## config.mk

```make
export PLATFORM = sky130hd
export DESIGN_NAME = booth_mul_seq
export DESIGN_NICKNAME = d
export VERILOG_FILES = /design/src/rtl/booth_pkg.sv /design/src/rtl/booth_pp_sel.sv /design/src/rtl/booth_mul_seq.sv
export SDC_FILE = /design/constraint.sdc
export NUM_CORES = 1
export LEC_CHECK = 0
export BUFFER_PORTS_ARGS = -buffer_cell sky130_fd_sc_hd__buf_2
export CAP_MARGIN = 10
export CORE_MARGIN = 8
export CORE_UTILIZATION = 40
export DETAILED_ROUTE_END_ITERATION = 6
export PLACE_DENSITY = 0.54
export SLEW_MARGIN = 10
export SYNTH_ARGS = -nofsm -noshare
export SYNTH_HDL_FRONTEND = slang
export SYNTH_SLANG_ARGS = --single-unit
```

## constraint.sdc

```tcl
create_clock -name clk -period 7.4 [get_ports clk]
set_clock_uncertainty 0.15 [all_clocks]
set_input_delay 0.74 -clock clk [delete_from_list [all_inputs] [get_ports clk]]
set_output_delay 0.74 -clock clk [all_outputs]
set_load 0.05 [all_outputs]
```

## src/rtl/booth_pkg.sv

```systemverilog
// booth_pkg: shared types, triplet codes and width helpers for the radix-4 Booth sequencer.
package booth_pkg;

    typedef enum logic [1:0] {IDLE, RUN, DONE} state_t;

    localparam logic [2:0] TRI_P1A = 3'b001;
    localparam logic [2:0] TRI_P1B = 3'b010;
    localparam logic [2:0] TRI_P2  = 3'b011;
    localparam logic [2:0] TRI_M2  = 3'b100;
    localparam logic [2:0] TRI_M1A = 3'b101;
    localparam logic [2:0] TRI_M1B = 3'b110;

    function automatic int cnt_w(input int n);
        return (n / 2 > 1) ? $clog2(n / 2) : 1;
    endfunction

    function automatic int prod_w(input int n);
        return 2 * n;
    endfunction

endpackage

```

## src/rtl/booth_pp_sel.sv

```systemverilog
// booth_pp_sel: maps one Booth triplet to the unshifted partial product 0, +-M or +-2M.
module booth_pp_sel
    import booth_pkg::*;
#(
    parameter int W = 64
) (
    input  logic [2:0]   trip,
    input  logic [W-1:0] msx,
    output logic [W-1:0] pp
);

    always_comb
        pp = (trip == TRI_P1A || trip == TRI_P1B) ? msx :
             (trip == TRI_P2)                     ? msx << 1 :
             (trip == TRI_M2)                     ? -(msx << 1) :
             (trip == TRI_M1A || trip == TRI_M1B) ? -msx : '0;

endmodule

```

## src/rtl/booth_mul_seq.sv

```systemverilog
// booth_mul_seq: sequential signed radix-4 Booth multiplier, one digit per clock.
// Define BOOTH_EARLY_TERM_EN to finish as soon as the remaining multiplier digits are all zero.
module booth_mul_seq
    import booth_pkg::*;
#(
    parameter int N = 32
) (
    input  logic                 clk,
    input  logic                 reset,
    input  logic                 start,
    input  logic [N-1:0]         M,
    input  logic [N-1:0]         Q,
    output logic                 busy,
    output logic                 done,
    output logic [prod_w(N)-1:0] P
);

    localparam int PW = prod_w(N);
    localparam int CW = cnt_w(N);

    state_t        state_q, state_d;
    logic [PW-1:0] msx_q, msx_d, acc_q, acc_d, p_q, p_d, pp, acc_nxt;
    logic [N:0]    qs_q, qs_d, qs_sh;
    logic [CW-1:0] cnt_q, cnt_d;
    logic          last;

    booth_pp_sel #(.W(PW)) u_sel (
        .trip (qs_q[2:0]),
        .msx  (msx_q),
        .pp   (pp)
    );

    always_comb begin
        state_d = state_q;
        msx_d   = msx_q;
        qs_d    = qs_q;
        acc_d   = acc_q;
        cnt_d   = cnt_q;
        p_d     = p_q;
        acc_nxt = acc_q + (pp << (2 * cnt_q));
        qs_sh   = {qs_q[N], qs_q[N], qs_q[N:2]};
`ifdef BOOTH_EARLY_TERM_EN
        // A sign-only remainder yields nothing but zero digits from here on.
        last    = (cnt_q == CW'(N / 2 - 1)) || (&qs_sh) || !(|qs_sh);
`else
        last    = cnt_q == CW'(N / 2 - 1);
`endif
        case (state_q)
            IDLE: if (start) begin
                msx_d   = {{N{M[N-1]}}, M};
                qs_d    = {Q, 1'b0};
                acc_d   = '0;
                cnt_d   = '0;
                state_d = RUN;
            end
            RUN: begin
                acc_d = acc_nxt;
                qs_d  = qs_sh;
                cnt_d = cnt_q + CW'(1);
                if (last) begin
                    p_d     = acc_nxt;
                    state_d = DONE;
                end
            end
            DONE:    state_d = IDLE;
            default: state_d = IDLE;
        endcase
    end

    always_ff @(posedge clk) begin
        if (reset) begin
            state_q <= IDLE;
            msx_q   <= '0;
            qs_q    <= '0;
            acc_q   <= '0;
            cnt_q   <= '0;
            p_q     <= '0;
        end else begin
            state_q <= state_d;
            msx_q   <= msx_d;
            qs_q    <= qs_d;
            acc_q   <= acc_d;
            cnt_q   <= cnt_d;
            p_q     <= p_d;
        end
    end

    assign busy = state_q != IDLE;
    assign done = state_q == DONE;
    assign P    = p_q;

endmodule

```

# [After elaboration in Yosys (flattened, before gate mapping)]
# Index checks and enable logic that the tools add are counted.
[word_totals] output_inout_bits=66 wordCells=47 reg_bits=199 inputBits=67
[classes] bitwise=1 n_addsub=4 n_shift=1 eq_ne=11 mux=13 reduce_logical=10
[ops] op="$mux W64" count=5
[ops] op="$neg A64 Y64" count=2
[ops] op="$pmux W64 S2" count=1
[ops] op="$pmux W33 S2" count=1
[ops] op="$add A64 B64 Y64" count=1
[ops] op="$shl A64 B5 Y64" count=1
[ops] op="$mux W33" count=1
[ops] op="$eq A3 B3 Y1 const B" count=3
[ops] op="$pmux W4 S2" count=1
[ops] op="$reduce_and A2 Y1" count=4
[ops] op="$eq A3 B2 Y1 const B" count=2
[ops] op="$add A4 B1 Y4 const B" count=1
[ops] op="$eq A4 B4 Y1 const B" count=1
[ops] op="$mux W2" count=2
[ops] op="$mux W4" count=1
[ops] op="$ne A2 B2 Y1 const B" count=2
[ops] op="$pmux W2 S2" count=1
[ops] op="$reduce_bool A2 Y1" count=2
[ops] op="$eq A3 B1 Y1 const B" count=1
[ops] op="$reduce_and A3 Y1" count=1
[ops] op="$eq A2 B1 Y1 const B" count=1
[ops] op="$eq A2 B2 Y1 const B" count=1
[ops] op="$logic_not A2 Y1" count=1
[ops] op="$logic_or A1 B1 Y1" count=2
[ops] op="$not A1 Y1" count=1

# [Logic depth before layout (Yosys ltp)]
[logic_depth] depth_word=9 ltp_mapped=27 ltp_nobuf=23

# [Cells and area by module]
# From an unflattened synthesis, not the netlist that was laid out.
[hier_totals] cells_unflattened=2383 area_unflattened_um2=17041.3
[modules_own_cells] module="booth_mul_seq" cells_each=1745 area_each_um2=13284.0 instances=1
[modules_own_cells] module="booth_pp_sel" cells_each=638 area_each_um2=3757.4 instances=1

# [Worst setup path before layout]
# OpenSTA, ideal clock, no wires.
[synth_path] path_type="reg2reg" from="register msx_q[21]" to="register p_q[50], in the netlist P[50]" path_stages_with_launch=26 required_ns=7.180 arrival_ns=5.519 n_path_buf=3 slack_ns=1.660 cell_sequence="dfxtp_1 -> buf_2 -> or4_1 -> clkbuf_1 -> nor4b_2 -> nand4_1 -> ha_1 -> a21oi_1 -> a222oi_1 -> nand2_1 -> o21ai_0 -> mux2_2 -> mux2_2 -> mux2i_1 -> ha_1 -> clkbuf_1 -> nand2_1 -> a211oi_1 -> o32ai_1 -> a31oi_1 -> a41oi_1 -> o41a_1 -> o41ai_1 -> xor2_1 -> nand2_1 -> a21oi_1"
[synth_between] elab_chain_len=7
[synth_lines] element="start: declaration" line="booth_mul_seq.sv:22" text="logic [PW-1:0] msx_q, msx_d, acc_q, acc_d, p_q, p_d, pp, acc_nxt;"
[synth_lines] element="start signal: assignment" line="booth_mul_seq.sv:80" text="msx_q <= msx_d;"
[synth_lines] element="$neg A64 Y64" line="booth_pp_sel.sv:16" text="(trip == TRI_M1A || trip == TRI_M1B) ? -msx : '0;"
[synth_lines] element="$mux W64" line="booth_pp_sel.sv:16"
[synth_lines] element="$mux W64" line="booth_pp_sel.sv:15" text="(trip == TRI_M2) ? -(msx << 1) :"
[synth_lines] element="$mux W64" line="booth_pp_sel.sv:14" text="(trip == TRI_P2) ? msx << 1 :"
[synth_lines] element="$mux W64 *" line="booth_pp_sel.sv:13" text="pp = (trip == TRI_P1A || trip == TRI_P1B) ? msx :"
[synth_lines] element="$shl A64 B5 Y64 *" line="booth_mul_seq.sv:40" text="acc_nxt = acc_q + (pp << (2 * cnt_q));"
[synth_lines] element="$add A64 B64 Y64 *" line="booth_mul_seq.sv:40"
[synth_lines] element="end signal: assignment" line="booth_mul_seq.sv:84" text="p_q <= p_d;"
[synth_lines] element="end: declaration" line="booth_mul_seq.sv:22"
# Mark *: on every way between the ends. The rest lies on a longest branch, timed or not.
# A chain may end at the register's enable or synchronous reset.

# [Worst setup path in the final report]
[layout_path] from="register msx_q[21]" to="register p_q[62], in the netlist P[62]"
# Same word-level chain as after synthesis.

==> reports/metrics.yaml <==
status: "finished clean"
synth_top_family_by_area: "compound AO/OA/AOI/OAI gates"
path_max_fanout: 9
crit_slowest_cell: "or4_1"
gp_congestion: 0.962
fmax_mhz: 150
muxShareOfSynthArea_pct: 5.04
netlist_area_sq_um: 14800
vias: 15300
antenna_found_initial: 1
layout_min_cycle_time_ns: 6.68
wirelength_mm: 52.3
wl_per_cell_um: 20.4
initial_utilization_pct: 40.5
worst_slack_ns: 0.720
synthXorXnorAreaFrac_pct: 4.68
finalCritPeriodShare_pct: 90.3
syn_avg_cell_area_sq_um: 7.26
crit_type: "flip-flop to flip-flop"
drc: 0
netlist.area_leader.share_pct: 27.0
final_nets: 2223
syn2layout_area_growth_pct: 11.0
ff2ff_path_depth: 22
clock_latency_ns: 0.47
synth_area_leaders: "dfxtp_1 (27%), a21oi_1 (7.5%), nand2_1 (7.4%)"
core_sq_um: 36500
start_kind: "flip-flop"
die_h_um: 208
synth_fa_ha_area_share_pct: 6.21
hold_class: "flip-flop to flip-flop"
p_sw_mw: 1.34
cts_sinks: 199
yosysWarnings: 0
worstPathArrival_ns: 6.89
cts_root_buffer: "clkbuf_16"
synth_compound_area_share_pct: 28.5
portBuffers: 132
pre_cts_slack_ns: 0.767
rows: 70
p_per_area_nw_per_um2: 206
rsz0062_at_grt: "false"
hold_viol: 0
firstDrtPassIters: 6
r2r_slack_ns: 0.72
hold_end: "P[17]$_SDFFE_PP0P_"
ys.flop_type: "dfxtp_1"
worst_pin_slew_ns: 0.994
mostFrequentLayoutCell: "nand2_1"
clk_pin_slew_worst_paths_ns: 0.08
cts_tree: "built"
synthArstFlopShare_pct: 0
placed_cell_area_sq_um: 15800
min_delay_path_depth: 2
pwr-share-seq_pct: 34.6
vdd_drop_max_mv: 0.179
post_cts_buffers: 0
die_x_um: 208
setup_tns_ns: 0
htreeDepth: 4
p_leak_nw: 6.79
postSynthCellCount: 2037
switching_share_pct: 39.6
first_iter_violations: 1191
ys_types: 87
numCtsBuffers: 17
fin_area_sq_um: 16400
hpwl_mm: 38.8
rr_startpoint: "msx_q[21]$_SDFFE_PP0P_"
grt_max_degree: 90
io_pins: 133
cap_violations: 0
diodes: 0
synth_seq_cells: 199
fin_util_pct: 44.9
ctsHoldBuffers: 0
slowest_delay_ns: 0.71
synth_edf_count: 0
synth_nets: 2176
grt_pass1_vias: 14600
most-common-layout-cells: "nand2_1 (289), a21oi_1 (222), nor2_1 (213), dfxtp_1 (198), buf_2 (131)"
p_int_mw: 2.05
crit_path_end_kind: "flip-flop"
hold_start: "P[17]$_SDFFE_PP0P_"
grt_pass1_wl_mm: 83.1
drive_above_1_share_pct: 12.9
clockBufferDepth: 2
combPwrFrac_pct: 37.3
cp_cell_sequence: "or4_1 > nor4b_2 > nand4_1 > ha_1 > a21oi_1 > a222oi_1 > nand2_1 > o21ai_0 > mux2_2 > mux2_2 > mux2i_1 > ha_1 > nand2_1 > a211oi_1 > o32ai_1 > a31oi_1 > a41oi_1 > o41ai_1 > a21o_1 > a41oi_1 > xnor2_1 > a22o_1"
clkPwrFrac_pct: 28.0
cp_data_required_time_ns: 7.61
setup_viol: 0
avgViaCountPerCell: 5.97
slew_headroom_pct: 33.7
cts_resized: 0
track_usage_pct: 23.5
dieArea_sq_um: 43400
worst_r2r_endpoint: "P[62]$_SDFFE_PP0P_"
overflow: 0
ant_nets: 0
yosysTopAreaCell: "dfxtp_1"
yosys.area_share.simple_pct: 23.7
ys_seq_area_share_pct: 27.0
drv_slew: 0
synthesized netlist by cell type (all sizes together), types with 14 or more instances:
library cell and instances:
inv 25, nand2b 16, a22o 14, a21oi 222, nand2 290, mux2i 42
or3 14, buf 33, ha 71, o31ai 15, dfxtp 199, o22ai 21
xnor2 49, nor2 215, a21o 52, clkbuf 126, a22oi 35, o211ai 18
nor3 77, nand4 27, nand3 61, a211oi 19, o21ai 119, a31oi 22
xor2 30, o21bai 14, mux2 23
flip-flops by register name, summed over array words and instances, names as in the netlist:
register / cells
msx_q: 32
qs_q: 33
acc_q: 64
P: 64
state_q: 2
cnt_q: 4
layout make-up:
cell class / count / area [sq um]
Tap cell: 468 / 586
Clock inverter: 11 / 115
Inverter: 28 / 105
Fill cell: 3824 / 20100
Sequential cell: 199 / 3990
Multi-Input combinational cell: 1651 / 10100
Timing Repair Buffer: 187 / 1080
Clock buffer: 20 / 447
critical path: cells and delay by family (launching register included):
kind / cells / cell delay, ns
AO/OA/AOI/OAI: 11 / 2.95
AND/OR/NAND/NOR: 5 / 1.57
adder cells (fa/ha/maj): 2 / 0.78
multiplexers: 3 / 0.53
flip-flops: 1 / 0.41
XOR/XNOR: 1 / 0.18
power by group through the flow:
| stage | Combinational, mW | Clock [mW] | Sequential, mW |
|---|---|---|---|
| final | 1.26 | 0.950 | 1.17 |
| after global routing | 1.38 | 1.02 | 1.18 |
| after CTS | 1.25 | 0.980 | 1.17 |
| after detailed placement | 1.25 | 0 | 1.20 |
| after global placement | 1.25 | 0 | 1.20 |
| after floorplan | 0.893 | 0 | 1.17 |
through the flow:
step	hold slack (ns)	total power, mW	cells
finish	0.301	3.39	2564
global route	0.318	3.58	2564
CTS	0.304	3.41	2564
detailed placement	0.293	2.45	2533
global placement	0.290	2.44	2533
floorplan	0.282	2.07	2037
worst max-delay path by stage:
stage | from | end | slack [ns] | cells after the start
final | msx_q[21]$_SDFFE_PP0P_ | P[62]$_SDFFE_PP0P_ | 0.72 | 22
after global routing | msx_q[0]$_SDFFE_PP0P_ | acc_q[55]$_SDFFE_PP0P_ | 0.29 | 25
after CTS | msx_q[21]$_SDFFE_PP0P_ | P[62]$_SDFFE_PP0P_ | 0.76 | 22
after detailed placement | msx_q[21]$_SDFFE_PP0P_ | acc_q[62]$_SDFFE_PP0P_ | 0.77 | 22
after global placement | msx_q[21]$_SDFFE_PP0P_ | P[62]$_SDFFE_PP0P_ | 0.82 | 22
after floorplan | msx_q[21]$_SDFFE_PP0P_ | P[50]$_SDFFE_PP0P_ | 1.66 | 25
layer usage:
layer	part of all wire, %	track usage, %	wire, um
met5	0	0	0
met1	47	32.2	24800
met4	1.4	5.60	714
met2	47	38.6	24600
met3	4.3	3.35	2230
cells by family after synthesis:
| group | after synthesis |
|---|---|
| AO/OA/AOI/OAI | 657 |
| flip-flops | 199 |
| AND/OR/NAND/NOR | 775 |
| buffers and inverters | 187 |
| multiplexers | 67 |
| XOR/XNOR | 79 |
| adder cells (fa/ha/maj) | 73 |
Power figures use the tool's default switching activity.
